File: src/rtl/regfile_wb_arbiter.sv
// Register-file writeback arbiter: two valid/ready requesters share one
// regfile write port through a one-entry output stage. Round-robin or
// fixed-priority arbitration, pending-write mask and saturating conflict count.
module regfile_wb_arbiter #(
    parameter int DATA_W     = 32,
    parameter int ADDR_W     = 5,
    parameter int FIXED_PRIO = 0,
    parameter int CNT_W      = 16
) (
    input  logic              clk,
    input  logic              reset,
    input  logic              req0_valid,
    output logic              req0_ready,
    input  logic [ADDR_W-1:0] req0_rd,
    input  logic [DATA_W-1:0] req0_data,
    input  logic              req1_valid,
    output logic              req1_ready,
    input  logic [ADDR_W-1:0] req1_rd,
    input  logic [DATA_W-1:0] req1_data,
    input  logic              rf_stall,
    output logic              rf_chip_en,
    output logic              rf_write_en,
    output logic [ADDR_W-1:0] rf_wreg,
    output logic [DATA_W-1:0] rf_wdata,
    output logic [31:0]       pend_mask,
    output logic [CNT_W-1:0]  conflict_cnt
);

    typedef enum logic {EMPTY = 1'b0, FULL = 1'b1} state_t;

    state_t            state_q, state_d;
    logic [ADDR_W-1:0] wreg_q, wreg_d;
    logic [DATA_W-1:0] wdata_q, wdata_d;
    logic              prefer1_q, prefer1_d;   // 1: req1 wins the next tie
    logic [31:0]       pend_q, pend_d;
    logic [CNT_W-1:0]  cnt_q, cnt_d;

    logic              grant0, grant1;
    logic              can_accept;
    logic              hs0, hs1, hs;
    logic              drain;
    logic [ADDR_W-1:0] sel_rd;
    logic [DATA_W-1:0] sel_data;
    logic [31:0]       sel_onehot;

    // Combinational grant from the valids and the round-robin pointer
    always_comb begin
        grant0 = 1'b0;
        grant1 = 1'b0;
        if (req0_valid && req1_valid) begin
            if (FIXED_PRIO != 0 || !prefer1_q) begin
                grant0 = 1'b1;
            end else begin
                grant1 = 1'b1;
            end
        end else begin
            grant0 = req0_valid;
            grant1 = req1_valid;
        end
    end

    // The stage can take a new entry when empty or when its entry commits now;
    // readies are forced low while reset is asserted.
    assign can_accept = (state_q == EMPTY) || !rf_stall;
    assign req0_ready = reset & can_accept & grant0;
    assign req1_ready = reset & can_accept & grant1;
    assign hs0        = req0_valid & req0_ready;
    assign hs1        = req1_valid & req1_ready;
    assign hs         = hs0 | hs1;
    assign drain      = (state_q == FULL) && !rf_stall;
    assign sel_rd     = hs1 ? req1_rd : req0_rd;
    assign sel_data   = hs1 ? req1_data : req0_data;

    // One-hot of the accepted destination; x0 never shows as pending
    genvar gi;
    generate
        for (gi = 0; gi < 32; gi++) begin : g_onehot
            if (gi == 0) begin : g_zero
                assign sel_onehot[gi] = 1'b0;
            end else begin : g_bit
                assign sel_onehot[gi] = (32'(sel_rd) == 32'(gi));
            end
        end
    endgenerate

    // State register plus datapath flops, cleared asynchronously
    always_ff @(posedge clk or negedge reset) begin
        if (!reset) begin
            state_q   <= EMPTY;
            wreg_q    <= '0;
            wdata_q   <= '0;
            prefer1_q <= 1'b0;
            pend_q    <= '0;
            cnt_q     <= '0;
        end else begin
            state_q   <= state_d;
            wreg_q    <= wreg_d;
            wdata_q   <= wdata_d;
            prefer1_q <= prefer1_d;
            pend_q    <= pend_d;
            cnt_q     <= cnt_d;
        end
    end

    // Next state of the output stage: load on handshake, empty on commit
    always_comb begin
        state_d = state_q;
        if (hs) begin
            state_d = FULL;
        end else if (drain) begin
            state_d = EMPTY;
        end
    end

    // Next values of entry, pending mask, pointer and conflict counter
    always_comb begin
        wreg_d    = wreg_q;
        wdata_d   = wdata_q;
        pend_d    = pend_q;
        prefer1_d = prefer1_q;
        cnt_d     = cnt_q;
        if (hs) begin
            wreg_d    = sel_rd;
            wdata_d   = sel_data;
            pend_d    = sel_onehot;
            prefer1_d = hs0;
        end else if (drain) begin
            pend_d = '0;
        end
        if (req0_valid && req1_valid && (cnt_q != '1)) begin
            cnt_d = cnt_q + CNT_W'(1);
        end
    end

    // Regfile pin outputs decoded from the stage state
    always_comb begin
        rf_chip_en   = (state_q == FULL);
        rf_write_en  = (state_q == FULL) && (wreg_q != '0);
        rf_wreg      = wreg_q;
        rf_wdata     = wdata_q;
        pend_mask    = pend_q;
        conflict_cnt = cnt_q;
    end

endmodule

File: config.mk
export PLATFORM = sky130hd
export DESIGN_NAME = regfile_wb_arbiter
export DESIGN_NICKNAME = d
export VERILOG_FILES = /design/src/rtl/regfile_wb_arbiter.sv
export SDC_FILE = /design/constraint.sdc
export NUM_CORES = 1
export LEC_CHECK = 0
export CORE_ASPECT_RATIO = 1.1
export CORE_MARGIN = 2
export CORE_UTILIZATION = 48
export CTS_BUF_LIST = sky130_fd_sc_hd__clkbuf_4
export CTS_CLUSTER_DIAMETER = 150
export DETAILED_ROUTE_END_ITERATION = 8
export HOLD_SLACK_MARGIN = 0.12
export MAX_ROUTING_LAYER = met4
export PLACE_DENSITY = 0.89
export REMOVE_ABC_BUFFERS = 1
export SYNTH_ARGS = -nofsm -noshare
export SYNTH_HDL_FRONTEND = slang
export SYNTH_SLANG_ARGS = --single-unit
File: constraint.sdc
create_clock -name clk -period 5.7 [get_ports clk]
set_input_delay 1.71 -clock clk [delete_from_list [all_inputs] [get_ports clk]]
set_output_delay 1.71 -clock clk [all_outputs]
set_load 0.05 [all_outputs]
==> metrics.md, run 1 <==
| Metric | Value |
|---|---|
| Placed Cells | `653` |
| Reg2reg path depth | `7` |
| Maximum vdd ir drop | `roughly 0.44 mV` |
| Clk_skew | `20.4 ps` |
| Hold Buf Count CTS | `0` |
| TritonCTS Buffers | `9` |
| CTS root buf | `clkbuf_4` |
| Clk sinks | `86` |
| Final GP Congestion | `0.873` |
| R2R Setup Slk | `around 3000 ps` |
| Pre-CTS setup slack | `998 ps` |
| Area of the multi-input gates | `1720 um2` |
| Worst r2r src | `prefer1_q$_DFFE_PN0P_` |
| Yosys top cell by area | `dfrtp_1` |
| Total power | `2.17 mW` |
| RSZ-0062 raised after global routing | `false` |
| Synth top area cells | `dfrtp_1 53%, nand2_1 8.1%, a22oi_1 7.1%` |
| Via/cell ratio | `approximately 5.6` |
| # rows | `35` |
| Core footprint | `around 8300 um2` |
| Die ar. | `approximately 9100 um2` |
| CTS tree | `done` |
| Max-cap violations | `0` |
| Synth Instances | `396` |
| Crit path max fanout | `18` |
| Post-detail-place hpwl | `8360 um` |
| Slew @ Worst Pin | `between 1000 and 1500 ps` |
| Worst-skew pair later-pin latency | `between 400 and 500 ps` |
| I/O Pins | `~170` |
| GRT Util Overall | `0.257` |
| Detailed-route via count | `3,773` |
| Status | `completed` |
| Hold Crit Class | `reg -> reg` |
| Initial core utilization | `0.486` |
| Fin Setup TNS | `0 ps` |
| Tmin final | `between 4000 and 5000 ps` |
| Buffer count from post-CTS setup fixing | `0` |
| Type of origin of the critical path | `primary input` |
| CTS max path bufs | `2` |
| Ys flop type | `dfrtp_1` |
| CP max-delay cell | `clkdlybuf4s50_1` |
| Worst Path Required | `3990 ps` |
| Worst-path clk slew | `roughly 130 ps` |
| Port Buffers | `166` |
| Fillers | `579` |
| First-pass GRT wire length | `18,100 um` |
| Antenna diode count | `0` |
| First-pass DRT Iterations | `5` |
| Warnings, synthesis | `0` |
| Reg2Reg Capture Point | `pend_mask[6]$_DFFE_PN0P_` |
| Initial DRC Count | `about 240` |
| Crit path arrival time | `2990 ps` |
| Fin. Hold Viols | `0` |
| Layout area overhead | `47.1%` |
| Vias in the first global route | `roughly 3,700` |
| GRT overflow | `0` |
| Sequential area share after synthesis | `0.535` |
| WHS Endpoint | `rf_wdata[10]$_DFFE_PN0P_` |
| Crit share post-route | `0.825` |
| Slew HR | `0.185` |
| Mean Syn Cell Area | `10.2 um2` |
| Initial antenna violation count | `0` |
| FF+latch count, synth | `86` |
| Critical Setup Path Class | `in -> out` |
| Hold Crit Start | `rf_wdata[10]$_DFFE_PN0P_` |
| Leak | `roughly 2.5 nW` |
| P per Cell Area | `roughly 370 nW/um2` |
| Most numerous cell in the Yosys netlist | `nand2_1` |
| DRC viols | `0` |
| Share of cells above drive strength 1 | `0.0663` |
| Max-slew violation count | `0` |
| Crit-path cells | `clkdlybuf4s50_1 -> a21boi_4 -> nand3_4 -> inv_4 -> buf_12` |
| Synth cell types | `45` |
| Asr flop ratio synth | `1.00` |
| H-tree levels | `3` |
| Largest net degree at the start of global routing | `52` |
| Most frequent cells after synthesis | `87 x nand2_1, 86 x dfrtp_1, 39 x nor2_1, 38 x a22oi_1, 25 x a221o_1` |
| Wirelength per Cell | `16.8 um` |
| Setup ws final | `997 ps` |
| Placed instance area | `5730 um2` |
| Final-report setup violation count | `0` |
| F_max | `213 MHz` |
| EDFF count, synth | `0` |
| Synth Cell Area | `4020 um2` |
| Post-Route WL | `11,200 um` |
| Hold Crit Depth | `2` |
| Slowest cell delay on critical path | `490 ps` |
| Die boundary width | `~91 um` |
| Crit end category | `output pin` |
| Post-route cell area | `5920 um2` |
| Register Area | `2150 um2` |
| Post-CTS sizing | `0` |
| Final nets | `633` |
| Fin cells | `669` |
| Synth top area share | `0.535` |
| Final ANT Viol Nets | `0` |
| Die Span Y | `100 um` |
[state kept, by name (all words and copies together), names as in the netlist]
name          cells
rf_wreg           5
rf_wdata         32
conflict_cnt     16
pend_mask        31
rf_chip_en        1
prefer1_q         1
[worst max-delay path, delay by kind of cell]
kind / cells / cell delay, ps
compound gates: 1 / 280
buf+inv: 3 / 760
simple gates: 1 / 240
[through the flow]
step / hold slack [ps] / utilization
finish: 487 / 0.715
global route: 509 / 0.715
detailed placement: 462 / 0.693
floorplan: 472 / -
CTS: 493 / 0.715
global placement: 458 / 0.693
[per-layer routing]
layer,vias to the layer above,track usage,part of all wire
met1,1814,0.321,0.41
met5,-,-,0
met3,16,0.0495,0.070
li1,1756,-,-
met2,187,0.427,0.50
met4,0,0.0851,0.016
[where the power goes]
part | switching, mW | internal (mW)
clock network | 0.205 | 0.226
registers | 0.0922 | 0.719
logic | 0.611 | 0.314
total | 0.909 | 1.26
[how the worst max path moves through the flow]
stage,endpoint,from
final,req1_ready,rf_stall
after global routing,req1_ready,reset
after CTS,req1_ready,reset
after detailed placement,req1_ready,reset
after global placement,req1_ready,rf_stall
after floorplan,req1_ready,reset
[layout make-up]
class                      instances  area share
clock buffer                      10      0.0127
clock inverter                     6      0.0186
inverter                           3     0.00275
multi-input combinational        284       0.291
sequential                        86       0.364
tap                              111      0.0235
timing repair buffer             169       0.288
[kinds of logic (layout without fill, tap and decap cells)]
logic type | count (synthesis) | after routing | synth area share
compound gates | 87 | 87 | 0.174
xor+xnor | 9 | 9 | 0.0196
fa+ha+maj | 1 | 1 | 0.00311
buf+inv | 26 | 188 | 0.0367
flops | 86 | 86 | 0.535
mux | 1 | 1 | 0.00280
other cells | 1 | 1 | 0.000932
simple gates | 185 | 185 | 0.228
[placed cells by master, fill, tap and decap left out, drive strengths merged, types with 3 or more instances in the layout]
master         synthesis  final
a21oi                  3      3
a221o                 25     25
a22oi                 38     38
a31oi                 11     11
and3                   6      6
buf                   17      6
bufinv                 0      3
clkbuf                 6     10
clkdlybuf4s50          0    163
dfrtp                 86     86
inv                    3      3
nand2                 87     87
nand3                 15     15
nand3b                 4      4
nand4                  4      4
nor2                  40     40
nor3                   6      6
nor3b                  4      4
nor4                   5      5
nor4b                  3      3
o21ai                  6      6
xnor2                  7      7
Note: power is estimated with default switching activity, not from simulation.
==> run 2: changes to the inputs <==
- CORE_UTILIZATION: 48 -> 40
- PLACE_DENSITY: 0.89 -> 0.79
- clock period: 5.7 -> 4.2 ns (I/O delays scaled with it)
==> metrics.md, run 2 (synthesized netlist as in run 1, its figures left out) <==
| Metric | Value |
|---|---|
| Final nets | `638` |
| Switching Fraction | `0.428` |
| Initial DRC Count | `153` |
| Status | `completed` |
| Clock share of power | `0.164` |
| Final GP Congestion | `0.874` |
| Clk_skew | `11.8 ps` |
| Critical Setup Path Class | `in -> out` |
| Antenna diode count | `0` |
| First-pass GRT wire length | `about 18,000 um` |
| Post-route cell area | `5910 um2` |
| First-pass DRT Iterations | `4` |
| Port Buffers | `166` |
| Maximum vdd ir drop | `0.354 mV` |
| Reg power frac | `0.386` |
| Vias in the first global route | `3,649` |
| Worst Path Required | `a little under 3000 ps` |
| Post-CTS sizing | `0` |
| Cell Int Power | `1.61 mW` |
| Slew @ Worst Pin | `between 600 and 700 ps` |
| GRT Util Overall | `0.212` |
| Final-report setup violation count | `0` |
| Comb pwr share | `0.450` |
| I/O Pins | `168` |
| Fillers | `803` |
| Register Area | `2150 um2` |
| M1 GR Usage | `0.269` |
| Area of the multi-input gates | `1720 um2` |
| Met3 Use GR | `0.0468` |
| Worst setup path start | `rf_stall` |
| Hold Buf Count CTS | `0` |
| DRC viols | `0` |
| Met2 usage | `0.332` |
| Detailed-route via count | `3,713` |
| Fin Setup TNS | `0 ps` |
| Worst-path clk slew | `120 ps` |
| Clk sinks | `86` |
| Wirelength per Cell | `16.3 um` |
| Die boundary width | `99.6 um` |
| CTS root buf | `clkbuf_4` |
| Max-cap violations | `0` |
| Buffer count from post-CTS setup fixing | `0` |
| Hold Crit Start | `rf_wdata[8]$_DFFE_PN0P_` |
| H-tree levels | `3` |
| Worst r2r src | `rf_chip_en$_DFFE_PN0P_` |
| Die Span Y | `109 um` |
| Initial antenna violation count | `0` |
| P per Cell Area | `between 400 and 500 nW/um2` |
| Max reg flops | `32` |
| Post-Route WL | `11,100 um` |
| Worst-skew pair later-pin latency | `420 ps` |
| Final ANT Viol Nets | `0` |
| Leak | `2.53 nW` |
| Share of cells above drive strength 1 | `0.0730` |
| Crit end category | `output pin` |
| RSZ-0062 raised after global routing | `false` |
| F_max | `261 MHz` |
| GR peak layer | `met2` |
| Tmin final | `about 3800 ps` |
| Post-detail-place hpwl | `8290 um` |
| Type of origin of the critical path | `primary input` |
| Layout area overhead | `47.0%` |
| Sw Pwr | `1.21 mW` |
| # rows | `38` |
| Crit share post-route | `0.912` |
| CTS tree | `done` |
| Crit path arrival time | `2570 ps` |
| Die ar. | `10,900 um2` |
| Max-slew violation count | `0` |
| Leading cell types in the layout, fill and taps excluded | `163 x clkdlybuf4s50_1, 87 x nand2_1, 86 x dfrtp_1` |
| Initial core utilization | `0.409` |
| Placed instance area | `5780 um2` |
| Slew HR | `0.569` |
| Hold Crit Class | `reg -> reg` |
| GRT overflow | `0` |
| Core footprint | `9840 um2` |
| Fin. Hold Viols | `0` |
| TritonCTS Buffers | `9` |
| CTS max path bufs | `2` |
| Crit path max fanout | `18` |
| Most common cell after layout, fill and taps aside | `clkdlybuf4s50_1` |
| Largest net degree at the start of global routing | `53` |
| Via/cell ratio | `5.44` |
==> run 2: power groups by stage <==
stage	Sequential [mW]	Combinational (mW)	Clock, mW
after global placement	1.10	1.26	0
after floorplan	1.61	0.246	0
after global routing	1.11	1.33	0.514
after detailed placement	1.10	1.28	0
final	1.09	1.27	0.462
after CTS	1.09	1.28	0.477
==> run 2: final timing paths <==
kind	to	slack (ps)	cells after the start
max in group asynchronous	pend_mask[31]$_DFFE_PN0P_	2320	3
worst max register to register	pend_mask[27]$_DFFE_PN0P_	1810	7
min in group asynchronous	pend_mask[28]$_DFFE_PN0P_	890	2
worst max-delay path	req1_ready	370	5
worst min-delay path	rf_wdata[8]$_DFFE_PN0P_	490	2
worst min register to register	rf_wdata[8]$_DFFE_PN0P_	490	2
==> run 2: area by class of cell <==
cell class	instances	share of cell area
flip-flops and latches	86	0.364
repair buffers	174	0.294
multi-input cells	284	0.292
well taps	120	0.0254
clock buffers	13	0.0165
clock inverters	2	0.00571
inverters	3	0.00275
==> run 2: layer usage <==
| layer | part of all wire | vias to the layer above |
|---|---|---|
| li1 | - | 1766 |
| met1 | 0.42 | 1764 |
| met2 | 0.48 | 164 |
| met3 | 0.076 | 19 |
| met4 | 0.019 | 0 |
| met5 | 0 | - |
==> run 2: through the flow <==
stage | util | total power [mW] | hold slack [ps] | worst slack (ps) | instances
3_3_place_gp | 0.587 | 2.36 | 458 | 427 | 667
3_5_place_dp | 0.587 | 2.38 | 462 | 366 | 667
2_1_floorplan | - | 1.86 | 472 | 856 | 373
4_1_cts | 0.601 | 2.85 | 490 | 362 | 682
6_report | 0.601 | 2.82 | 486 | 370 | 682
5_1_grt | 0.601 | 2.96 | 512 | 276 | 682
==> run 2: critical path, stage by stage <==
cell and delay, ps:
clkdlybuf4s50_1 500, a21boi_4 290, nand3_4 240, inv_4 130, buf_12 140
==> run 3: changes to the inputs <==
- CORE_UTILIZATION: 40 -> 59
- DONT_BUFFER_PORTS: not set -> 1
- PLACE_DENSITY: 0.79 -> 0.78
- REMOVE_ABC_BUFFERS: 1 -> not set
==> metrics.md, run 3 (synthesized netlist as in run 1, its figures left out) <==
| Metric | Value |
|---|---|
| Slew HR | `0.191` |
| Share of cells above drive strength 1 | `0.0893` |
| Max-slew violation count | `0` |
| Worst r2r src | `rf_chip_en$_DFFE_PN0P_` |
| Die boundary width | `82.7 um` |
| Initial antenna violation count | `0` |
| GRT Util Overall | `0.266` |
| Max-cap violations | `0` |
| GRT overflow | `0` |
| Worst-path clk slew | `approximately 140 ps` |
| Crit path max fanout | `87` |
| Clock share of power | `0.235` |
| First-pass DRT Iterations | `5` |
| Post-CTS sizing | `0` |
| Reg power frac | `0.647` |
| Largest net degree at the start of global routing | `88` |
| R2R Setup Slk | `1280 ps` |
| Reg2Reg Capture Point | `rf_wdata[4]$_DFFE_PN0P_` |
| Most common cell after layout, fill and taps aside | `nand2_1` |
| Fin Setup TNS | `0 ps` |
| RSZ-0062 raised after global routing | `false` |
| Comb pwr share | `0.119` |
| Detailed-route via count | `3,104` |
| Reg2reg path depth | `7` |
| Port Buffers | `0` |
| Initial DRC Count | `268` |
| Clk_skew | `17.7 ps` |
| Clk sinks | `86` |
| Antenna diode count | `0` |
| I/O Pins | `between 150 and 200` |
| Leak | `1.89 nW` |
| H-tree levels | `3` |
| Wirelength per Cell | `between 20 and 25 um` |
| Crit end category | `output pin` |
| TritonCTS Buffers | `9` |
| Max reg flops | `32` |
| Status | `completed` |
| Buffer count from post-CTS setup fixing | `0` |
| DRC viols | `0` |
| F_max | `299 MHz` |
| Cell Int Power | `1.40 mW` |
| Crit path arrival time | `about 2100 ps` |
| Hold Buf Count CTS | `0` |
| Final ANT Viol Nets | `0` |
| Initial core utilization | `0.610` |
| CTS tree | `done` |
| Tmin final | `3340 ps` |
| P per Cell Area | `604 nW/um2` |
| Vias in the first global route | `2,969` |
| # rows | `31` |
| Layout area overhead | `4.54%` |
| Synth Net Count | `476` |
| Post-detail-place hpwl | `6750 um` |
| Post-Route WL | `9500 um` |
| Final GP Congestion | `around 0.84` |
| CTS root buf | `clkbuf_4` |
| Crit share post-route | `0.796` |
| Switching Fraction | `0.448` |
| Final nets | `467` |
| Slew @ Worst Pin | `1210 ps` |
| Total power | `2.54 mW` |
| Die Span Y | `slightly above 90 um` |
| Sw Pwr | `about 1.1 mW` |
| CTS max path bufs | `2` |
| Maximum vdd ir drop | `0.436 mV` |
| Die ar. | `7500 um2` |
| Final-report setup violation count | `0` |
| Leading cell types in the layout, fill and taps excluded | `87 x nand2_1, 86 x dfrtp_1, 39 x nor2_1` |
| Hold Crit Class | `in -> async` |
| Critical Setup Path Class | `in -> out` |
| Worst Path Required | `2940 ps` |
| Core footprint | `approximately 6600 um2` |
| First-pass GRT wire length | `14,900 um` |
| Worst-skew pair later-pin latency | `420 ps` |
| Type of origin of the critical path | `primary input` |
| Via/cell ratio | `6.55` |
| Fillers | `541` |
| Fin. Hold Viols | `0` |
[run 3: changes by cell type in the layout (fill, tap and decap cells not counted), sizes merged]
cell and change:
inv +1, clkdlybuf4s50 -163, buf -8, clkinv -1, clkbuf -2, clkinvlp +1
bufinv +2
[run 3: cell type report]
| type | instances | area (um2) | area share |
|---|---|---|---|
| sequential | 86 | 2150 | 0.512 |
| multi-input combinational | 284 | 1720 | 0.410 |
| clock inverter | 5 | 106 | 0.0253 |
| tap | 82 | 103 | 0.0244 |
| clock buffer | 11 | 82.6 | 0.0196 |
| timing repair buffer | 3 | 22.5 | 0.00535 |
| inverter | 3 | 16.3 | 0.00387 |
[run 3: per-stage QoR]
stage          cell area, um2  instances  setup WS (ps)  utilization  hold slack, ps
2_1_floorplan            4020        396            687            -             472
3_3_place_gp             4020        458            832        0.609             490
3_5_place_dp             4020        458            746        0.609             502
4_1_cts                  4210        474            898        0.638             485
5_1_grt                  4210        474            794        0.638             453
6_report                 4210        474            857        0.638             507
[run 3: power groups by stage]
stage / registers, mW / logic, mW / clock network, mW
2_1_floorplan: 1.61 / 0.277 / 0
3_3_place_gp: 1.66 / 0.287 / 0
3_5_place_dp: 1.66 / 0.305 / 0
4_1_cts: 1.64 / 0.304 / 0.609
5_1_grt: 1.66 / 0.347 / 0.654
6_report: 1.64 / 0.302 / 0.596
[run 3: worst max path at each step]
| stage | from | end | slack (ps) |
|---|---|---|---|
| after floorplan | reset | req0_ready | 690 |
| after global placement | reset | rf_wdata[24]$_DFFE_PN0P_ | 830 |
| after detailed placement | reset | rf_wdata[18]$_DFFE_PN0P_ | 750 |
| after CTS | reset | req0_ready | 900 |
| after global routing | reset | req0_ready | 790 |
| final | reset | req0_ready | 860 |
[run 3: layer usage]
metal,part of all wire,routed length (um),global-route usage,vias up
met2,0.49,4660,0.382,186
met3,0.11,1020,0.0880,19
met1,0.38,3620,0.346,1474
met5,0,0,-,-
met4,0.021,196,0.111,0
li1,-,-,-,1425
[run 3: critical path: stages]
cell and delay [ps]:
a21boi_4 260, nand3_4 190, inv_4 320
